--- src/rtl/fmc_i2c_pkg.sv ---
// Shared types and constants for the FMC CPLD command sequencer: FSM state
// encoding, command table entry layout, CPLD register map and default table.
package fmc_i2c_pkg;

  typedef enum logic [2:0] {
    ST_IDLE     = 3'd0,
    ST_ISSUE    = 3'd1,
    ST_WAIT_RSP = 3'd2,
    ST_BACKOFF  = 3'd3,
    ST_FINISH   = 3'd4
  } seq_state_e;

  // One register write: target register and the byte written to it.
  typedef struct packed {
    logic [7:0] reg_addr;
    logic [7:0] data;
  } cmd_entry_t;

  localparam logic [6:0] CLPD_ADDR     = 7'b0111110;
  localparam logic [7:0] CLPD_CTRL_REG = 8'h02;
  localparam logic [7:0] CLPD_LED4_ON  = 8'h01;

  localparam int DEF_TABLE_LEN = 4;

  // Power-up write list, index 0 is written first. Listed here from index 3
  // down to index 0 because this is a packed concatenation.
  localparam cmd_entry_t [DEF_TABLE_LEN-1:0] DEF_TABLE = {
    {CLPD_CTRL_REG, CLPD_LED4_ON},
    {8'h04,         8'h00},
    {8'h03,         8'h00},
    {CLPD_CTRL_REG, CLPD_LED4_ON}
  };

  // Counter/index width that stays at least one bit for degenerate sizes.
  function automatic int idx_width(input int n);
    return (n > 1) ? $clog2(n) : 1;
  endfunction

endpackage

--- src/rtl/fmc_cpld_cmd_rom.sv ---
// Combinational lookup of the register-write table. Indices beyond the
// default table (only possible with NUM_CMDS > DEF_TABLE_LEN) read as zero.
module fmc_cpld_cmd_rom
  import fmc_i2c_pkg::*;
#(
  parameter int NUM_CMDS = 4,
  parameter int IDX_W    = 2
) (
  input  logic [IDX_W-1:0] idx_i,
  output cmd_entry_t       entry_o
);

  // Decode the index against the package table.
  always_comb begin
    entry_o = '0;
    for (int i = 0; i < DEF_TABLE_LEN; i++) begin
      if ((i < NUM_CMDS) && (idx_i == IDX_W'(i))) begin
        entry_o = DEF_TABLE[i];
      end
    end
  end

endmodule

--- src/rtl/fmc_cpld_cmd_sequencer.sv ---
// Walks the CPLD register-write table over an I2C command/response
// handshake, retrying NACKed entries after a fixed backoff and flagging the
// first entry that runs out of retries.
module fmc_cpld_cmd_sequencer
  import fmc_i2c_pkg::*;
#(
  parameter int         NUM_CMDS    = 4,
  parameter int         MAX_RETRY   = 3,
  parameter int         BACKOFF_CYC = 1000,
  parameter logic [6:0] DEV_ADDR    = CLPD_ADDR,
  localparam int        IDX_W       = idx_width(NUM_CMDS)
) (
  input  logic             CLK,
  input  logic             reset,
  input  logic             start,
  output logic             busy,
  output logic             done,
  output logic             error,
  output logic [IDX_W-1:0] err_idx,
  output logic             cmd_valid,
  input  logic             cmd_ready,
  output logic [6:0]       cmd_dev_addr,
  output logic [7:0]       cmd_reg,
  output logic [7:0]       cmd_data,
  input  logic             rsp_valid,
  input  logic             rsp_nack
);

  localparam int RETRY_W = idx_width(MAX_RETRY + 1);
  localparam int BO_W    = idx_width(BACKOFF_CYC);

  localparam logic [IDX_W-1:0]   LAST_IDX  = IDX_W'(NUM_CMDS - 1);
  localparam logic [RETRY_W-1:0] RETRY_MAX = RETRY_W'(MAX_RETRY);
  // Counter runs load..0 inclusive, so BACKOFF_CYC cycles are spent waiting.
  localparam logic [BO_W-1:0]    BO_LOAD   = BO_W'((BACKOFF_CYC > 0) ? BACKOFF_CYC - 1 : 0);

  seq_state_e         state_q;
  logic [IDX_W-1:0]   idx_q;
  logic [IDX_W-1:0]   idx_d;
  logic [RETRY_W-1:0] retry_q;
  logic [BO_W-1:0]    backoff_q;
  logic               busy_q;
  logic               done_q;
  logic               error_q;
  logic [IDX_W-1:0]   err_idx_q;
  logic               cmd_valid_q;
  logic [6:0]         cmd_dev_addr_q;
  logic [7:0]         cmd_reg_q;
  logic [7:0]         cmd_data_q;
  cmd_entry_t         rom_entry;

  // Next table index; the ROM is addressed with it so the payload register
  // can be loaded on the same edge that enters ISSUE.
  always_comb begin
    idx_d = idx_q;
    case (state_q)
      ST_IDLE: begin
        if (start) idx_d = '0;
      end
      ST_WAIT_RSP: begin
        if (rsp_valid && !rsp_nack && (idx_q != LAST_IDX)) idx_d = idx_q + IDX_W'(1);
      end
      default: ;
    endcase
  end

  fmc_cpld_cmd_rom #(
    .NUM_CMDS (NUM_CMDS),
    .IDX_W    (IDX_W)
  ) u_rom (
    .idx_i   (idx_d),
    .entry_o (rom_entry)
  );

  // Sequencer FSM with all outputs registered.
  //   IDLE     | waiting for start, outputs quiet
  //   ISSUE    | cmd_valid high, payload held until cmd_ready
  //   WAIT_RSP | waiting for the controller's ACK/NACK
  //   BACKOFF  | fixed wait after a NACK before reissuing the same entry
  //   FINISH   | one-cycle done pulse, busy drops next cycle
  always_ff @(posedge CLK or posedge reset) begin
    if (reset) begin
      state_q        <= ST_IDLE;
      idx_q          <= '0;
      retry_q        <= '0;
      backoff_q      <= '0;
      busy_q         <= 1'b0;
      done_q         <= 1'b0;
      error_q        <= 1'b0;
      err_idx_q      <= '0;
      cmd_valid_q    <= 1'b0;
      cmd_dev_addr_q <= '0;
      cmd_reg_q      <= '0;
      cmd_data_q     <= '0;
    end else begin
      idx_q  <= idx_d;
      done_q <= 1'b0;
      case (state_q)
        ST_IDLE: begin
          if (start) begin
            state_q        <= ST_ISSUE;
            retry_q        <= '0;
            backoff_q      <= '0;
            busy_q         <= 1'b1;
            error_q        <= 1'b0;
            err_idx_q      <= '0;
            cmd_valid_q    <= 1'b1;
            cmd_dev_addr_q <= DEV_ADDR;
            cmd_reg_q      <= rom_entry.reg_addr;
            cmd_data_q     <= rom_entry.data;
          end
        end
        ST_ISSUE: begin
          if (cmd_ready) begin
            cmd_valid_q <= 1'b0;
            state_q     <= ST_WAIT_RSP;
          end
        end
        ST_WAIT_RSP: begin
          if (rsp_valid) begin
            if (!rsp_nack) begin
              if (idx_q == LAST_IDX) begin
                state_q <= ST_FINISH;
                done_q  <= 1'b1;
              end else begin
                retry_q        <= '0;
                state_q        <= ST_ISSUE;
                cmd_valid_q    <= 1'b1;
                cmd_dev_addr_q <= DEV_ADDR;
                cmd_reg_q      <= rom_entry.reg_addr;
                cmd_data_q     <= rom_entry.data;
              end
            end else if (retry_q < RETRY_MAX) begin
              retry_q   <= retry_q + RETRY_W'(1);
              backoff_q <= BO_LOAD;
              state_q   <= ST_BACKOFF;
            end else begin
              error_q   <= 1'b1;
              err_idx_q <= idx_q;
              state_q   <= ST_FINISH;
              done_q    <= 1'b1;
            end
          end
        end
        ST_BACKOFF: begin
          if (backoff_q == '0) begin
            state_q        <= ST_ISSUE;
            cmd_valid_q    <= 1'b1;
            cmd_dev_addr_q <= DEV_ADDR;
            cmd_reg_q      <= rom_entry.reg_addr;
            cmd_data_q     <= rom_entry.data;
          end else begin
            backoff_q <= backoff_q - BO_W'(1);
          end
        end
        ST_FINISH: begin
          busy_q  <= 1'b0;
          state_q <= ST_IDLE;
        end
        default: begin
          state_q <= ST_IDLE;
        end
      endcase
    end
  end

  assign busy         = busy_q;
  assign done         = done_q;
  assign error        = error_q;
  assign err_idx      = err_idx_q;
  assign cmd_valid    = cmd_valid_q;
  assign cmd_dev_addr = cmd_dev_addr_q;
  assign cmd_reg      = cmd_reg_q;
  assign cmd_data     = cmd_data_q;

endmodule

--- config.mk ---
export PLATFORM = sky130hd
export DESIGN_NAME = fmc_cpld_cmd_sequencer
export DESIGN_NICKNAME = d
export VERILOG_FILES = /design/src/rtl/fmc_i2c_pkg.sv /design/src/rtl/fmc_cpld_cmd_rom.sv /design/src/rtl/fmc_cpld_cmd_sequencer.sv
export SDC_FILE = /design/constraint.sdc
export NUM_CORES = 1
export LEC_CHECK = 0
export CAP_MARGIN = 5
export CORE_MARGIN = 4
export CORE_UTILIZATION = 45
export CTS_CLUSTER_SIZE = 30
export DETAILED_ROUTE_END_ITERATION = 16
export PLACE_DENSITY = 0.7
export SLEW_MARGIN = 10
export SYNTH_ARGS = -nofsm -noshare
export SYNTH_HDL_FRONTEND = slang
export SYNTH_SLANG_ARGS = --single-unit
--- constraint.sdc ---
create_clock -name CLK -period 3 [get_ports CLK]
set_input_delay 0.6 -clock CLK [delete_from_list [all_inputs] [get_ports CLK]]
set_output_delay 0.6 -clock CLK [all_outputs]
set_load 0.1 [all_outputs]
==> results.toml, run 1 <==
[job]
cap_violations = 0

[power]
power_leakage_nw = 0.981
seqPwrFrac_pct = 29.1
switching_power_w = 0.00111
finalPower_w = 0.00218
power_density_mw_per_mm2 = 1050
internal_power_w = 0.00108
p_comb_share_pct = 61.2
ir_drop_mv = 0.440
swShare_pct = 50.7
clkPwrFrac_pct = 9.7

[synthesis]
synth.distinct_cells = 52
ys_seq_elements = 28
synth_ff_type = "dfrtp_1"
yosysTopAreaCell = "dfrtp_1"
synth_cells = 186
syn_area_per_cell_um2 = 10.1
synth_most_common_cell = "dfrtp_1"
synth_edf_count = 0
synthArstFlopShare_pct = 100
synth_top_cell_area_share_pct = 37.4
synthTopCellsByArea = "dfrtp_1 (37%), buf_4 (7.2%), ha_1 (4.0%)"
synth.top_cells.by_count = "dfrtp_1 (28), buf_4 (18), a21oi_1 (12)"
ys_warn_count = 0
ys_seq_area_share_pct = 37.4
syn-cell-area_mm2 = 0.00187

[sta]
finalClockSkew_ns = 0.00272
layout_min_cycle_time_ns = 2.26
setup_tns_ns = 0
setup_viol = 0
hold_violations = 0
whs_ns = 0.505
timing.final.crit_share_pct = 75.3
tightest_slew_ns = 0.561
rsz0062_at_grt = "false"
relSlewSlack_pct = 62.3
setup_ws_ns = 0.741
fmax_mhz = 443
slew_viol_final = 0

[placement]
dp_hpwl_um = 2970
io_buffers = 20
gp_congestion = 0.806
pre_cts_ws_ns = 0.419

[worst_setup_path]
crit_type = "in -> reg"
start_kind = "primary input"
cp_cell_sequence = "clkdlybuf4s50_1 > or2_2 > nor2_1 > o221ai_1 > a22o_1 > ha_1 > mux2_4"
crit_required_ns = 3.17
cp.arrival_ns = 2.43
rr_endpoint = "cmd_data[0]"
crit_fanout = 4
r2r-start = "idx_q[0]"
r2r_cells = 7
cp-end-kind = "flop"
slowest_delay_ns = 0.41
r2r_slack_ns = 0.76
worst_path_max_delay_cell = "clkdlybuf4s50_1"
startpoint = "rsp_nack"

[floorplan]
die_w_um = 72.5
start_util_pct = 46.8
die_area_mm2 = 0.00526
placementRows = 23
core-area_mm2 = 0.00400
chipHeight_um = 72.5
num_io_pins = 35

[finish]
nNetsFinal = 221
largest_register_ffs = 10
drive_above_1_share_pct = 21.3
antenna_cells = 0
final_util_pct = 52.2
synthToLayoutAreaGrowth_pct = 11.5
fill_cells = 370

[global_route]
grt_pass1_vias = 1485
grt_max_degree = 29
track_usage_pct = 16.4
gr-total-overflow = 0
antenna_found_initial = 0
grt_pass1_wl_um = 6910

[hold_path]
hold_depth = 1
hp-start = "backoff_q[9]"
hold_path.class = "reg -> reg"
holdPathEnd = "backoff_q[9]"

[detailed_routing]
firstDrtPassIters = 4
route.detailed.drc = 0
totalWireLength_um = 4050
wl_per_cell_um = 15.7
viasPerCell = 5.78
vias = 1486
initialDrtViolationCount = 111
detail-route-antenna-nets = 0

[clock_tree]
cts_buffer_depth = 2
cts_hold_buffers = 0
htreeDepth = 1
numCtsBuffers = 3
clk_pin_slew_ns = 0.10
insertion_delay_ns = 0.28
cts_setup_buffers = 0
cts_tree = "yes"
cts_root_buf = "clkbuf_8"
clock_sinks = 28
cts_resized = 0

[status]
status = "finished, final reports clean"
-- power by group through the flow --
| stage | registers, W | logic, W | clock network (W) |
|---|---|---|---|
| CTS | 0.000634 | 0.00134 | 0.000217 |
| floorplan | 0.000851 | 0.000860 | 0 |
| detailed placement | 0.000640 | 0.00134 | 0 |
| global route | 0.000655 | 0.00145 | 0.000227 |
| global placement | 0.000637 | 0.00132 | 0 |
| finish | 0.000636 | 0.00134 | 0.000211 |
-- layout make-up --
cell class | instances | area [um2] | share of cell area (%)
clock buffers | 3 | 41.3 | 1.98
inverters | 10 | 37.5 | 1.80
multi-input cells | 138 | 1020 | 49.0
flip-flops and latches | 28 | 701 | 33.6
well taps | 50 | 62.6 | 3.00
repair buffers | 28 | 223 | 10.7
-- placed cells by master, fill, tap and decap left out, types with 2 or more instances in the layout --
| master | n |
|---|---|
| a21oi_1 | 12 |
| a22o_1 | 3 |
| a22oi_1 | 3 |
| a31oi_1 | 2 |
| a41oi_1 | 2 |
| and2_1 | 2 |
| and3_1 | 2 |
| buf_4 | 23 |
| clkbuf_8 | 3 |
| clkdlybuf4s50_1 | 5 |
| conb_1 | 14 |
| dfrtp_1 | 28 |
| ha_1 | 6 |
| inv_1 | 10 |
| mux2_4 | 5 |
| mux2i_1 | 4 |
| nand2_1 | 5 |
| nand2b_1 | 6 |
| nand3_1 | 2 |
| nand4_1 | 8 |
| nor2_1 | 8 |
| nor2b_1 | 4 |
| nor3_1 | 7 |
| o211a_1 | 4 |
| o21ai_0 | 7 |
| o2bb2ai_1 | 3 |
| o32a_1 | 2 |
| o41ai_1 | 2 |
-- per-stage QoR --
step / std cells / area [um2]
after global placement: 254 / 2050
final: 257 / 2090
after CTS: 257 / 2090
after floorplan: 199 / 1920
after global routing: 257 / 2090
after detailed placement: 254 / 2050
-- worst max-delay path: cells and delay by family --
kind / cells / cell delay, ns
AND/OR/NAND/NOR: 2 / 0.40
buffers and inverters: 1 / 0.41
AO/OA/AOI/OAI: 2 / 0.48
adder cells (fa/ha/maj): 1 / 0.28
multiplexers: 1 / 0.26
-- worst max-delay path by stage --
stage	endpoint	slack [ns]	cells past startpoint
4_1_cts	cmd_data[0]	0.73	6
5_1_grt	cmd_data[0]	0.61	6
2_1_floorplan	cmd_data[0]	0.91	6
6_report	cmd_data[0]	0.74	7
3_3_place_gp	cmd_data[0]	0.47	7
3_5_place_dp	cmd_data[0]	0.42	6
-- logic make-up after synthesis --
| group | count (synthesis) | synth area share, % |
|---|---|---|
| adder cells (fa/ha/maj) | 6 | 4.01 |
| multiplexers | 10 | 6.75 |
| AND/OR/NAND/NOR | 57 | 20.3 |
| AO/OA/AOI/OAI | 51 | 20.8 |
| other | 1 | 0.200 |
| buffers and inverters | 33 | 10.6 |
| flip-flops | 28 | 37.4 |
-- per-layer routing --
| layer | vias to the layer above | share of wire [%] | global-route usage, % |
|---|---|---|---|
| li1 | 717 | - | - |
| met1 | 738 | 46 | 22.3 |
| met2 | 26 | 50 | 27.0 |
| met3 | 5 | 3.3 | 2.35 |
| met4 | 0 | 1.1 | 5.33 |
| met5 | - | 0 | 0 |
Note: power is estimated with default switching activity, not from simulation.
==> run 2: changes to the inputs <==
==> constraint.sdc (replaced) <==
create_clock -name CLK -period 2.3 [get_ports CLK]
set_input_delay 0.46 -clock CLK [delete_from_list [all_inputs] [get_ports CLK]]
set_output_delay 0.46 -clock CLK [all_outputs]
set_load 0.1 [all_outputs]
==> run 2 against run 1 <==
Core utilization up 2.1 points. Sequential cell count unchanged. Worst hold slack better by 0.0027 ns. Worst setup slack worse by 0.62 ns. Design area up 4.1%. First-iteration DRC count down 6.3%. Die area unchanged. Register-to-register slack worse by 0.64 ns. Largest cell class unchanged. Largest power group unchanged.
==> results.toml, run 2 (synthesis results as in run 1) <==
[status]
status = "finished, final reports clean"

[clock_tree]
cts_setup_buffers = 0
cts_resized = 0
htreeDepth = 1
insertion_delay_ns = 0.27
clk_pin_slew_ns = 0.09
cts_root_buf = "clkbuf_8"
numCtsBuffers = 3
cts_hold_buffers = 0
cts_buffer_depth = 2
cts_tree = "yes"
clock_sinks = 28

[power]
power_density_mw_per_mm2 = 1350
finalPower_w = 0.00294
ir_drop_mv = 0.564
power_leakage_nw = 1.03

[finish]
final_common_cell = "buf_4"
drive_above_1_share_pct = 25.5
synthToLayoutAreaGrowth_pct = 16.0
multiInputGateArea_mm2 = 0.00103
antenna_cells = 0
nNetsFinal = 229
fin_area_mm2 = 0.00217
fill_cells = 366
largest_register_ffs = 10
mostFrequentLayoutCells = "buf_4 (31), dfrtp_1 (28), conb_1 (14), a21oi_1 (12), inv_1 (10)"
regArea_um2 = 701

[hold_path]
hold_path.class = "reg -> reg"
hold_depth = 1

[global_route]
grt_pass1_wl_um = 6870
gr-total-overflow = 0
antenna_found_initial = 0
grt_pass1_vias = 1427
grt_max_degree = 29
track_usage_pct = 16.2

[detailed_routing]
initialDrtViolationCount = 104
vias = 1477
detail-route-antenna-nets = 0
firstDrtPassIters = 4
viasPerCell = 5.55
wl_per_cell_um = 15.2
totalWireLength_um = 4050
route.detailed.drc = 0

[placement]
dp_hpwl_um = 3020
io_buffers = 20
gp_congestion = 0.879
placed_area_mm2 = 0.00211

[floorplan]
placementRows = 23
start_util_pct = 46.8
num_io_pins = 35
die_w_um = 72.5
die_area_mm2 = 0.00526
core-area_mm2 = 0.00400
chipHeight_um = 72.5

[sta]
setup_viol = 0
finalClockSkew_ns = 0.00319
tightest_slew_ns = 0.744
hold_violations = 0
layout_min_cycle_time_ns = 2.18
slew_viol_final = 0
whs_ns = 0.507
fmax_mhz = 459
timing.final.crit_share_pct = 94.7
rsz0062_at_grt = "false"
relSlewSlack_pct = 49.9

[worst_setup_path]
cp.arrival_ns = 2.34
path_common_cell = "ha_1"
worst_path_max_delay_cell = "dfrtp_1"
cp_cell_sequence = "ha_1 > or2_2 > nor2_1 > o221ai_2 > a22o_1 > ha_1 > mux2_4"
crit_type = "reg -> reg"
r2r_cells = 7
crit_fanout = 4
slowest_delay_ns = 0.43
crit_required_ns = 2.46
cp-end-kind = "flop"
start_kind = "flop"

[job]
cap_violations = 0
## run 2: path summary, 6_finish.rpt
kind	start	slack, ns	to
setup / recovery	idx_q[1]	0.12	cmd_data[0]
max in group asynchronous	reset	1.48	backoff_q[9]
hold / removal	backoff_q[9]	0.51	backoff_q[9]
min in group asynchronous	reset	0.55	cmd_dev_addr[4]
setup reg to reg	idx_q[1]	0.12	cmd_data[0]
hold reg to reg	backoff_q[9]	0.51	backoff_q[9]
## run 2: report_power, final
part           leakage (nW)  total [W]  switching [W]  internal [W]
Combinational         0.652    0.00182        0.00114      0.000685
Sequential            0.348   0.000817       0.000165      0.000651
Clock                0.0288   0.000301       0.000148      0.000153
## run 2: critical path: cells and delay by family, from the launching register on
kind	cells	cell delay (ns)
adder cells (fa/ha/maj)	2	0.49
AO/OA/AOI/OAI	2	0.42
flip-flops	1	0.43
multiplexers	1	0.26
AND/OR/NAND/NOR	2	0.46
## run 2: layer usage
layer  up-vias  global-route usage (%)  share of wire [%]
met2        37                    27.0                 50
met4         0                    1.84               0.20
met3         2                    2.77                5.4
met5         -                       0                  0
li1        728                       -                  -
met1       710                    23.0                 45
## run 2: cell type report
type | count | share of cell area [%]
sequential | 28 | 32.3
inverter | 10 | 1.73
tap | 50 | 2.88
multi-input combinational | 138 | 47.6
timing repair buffer | 36 | 13.0
clock buffer | 4 | 2.53
## run 2: through the flow
stage	setup WS (ns)	TNS, ns	util [%]	cells
finish	0.121	0	54.3	266
detailed placement	-0.145	-0.286	52.6	262
global route	0.0206	0	54.3	266
CTS	0.0632	0	54.0	266
global placement	-0.0952	-0.126	52.6	262
floorplan	0.205	0	-	199
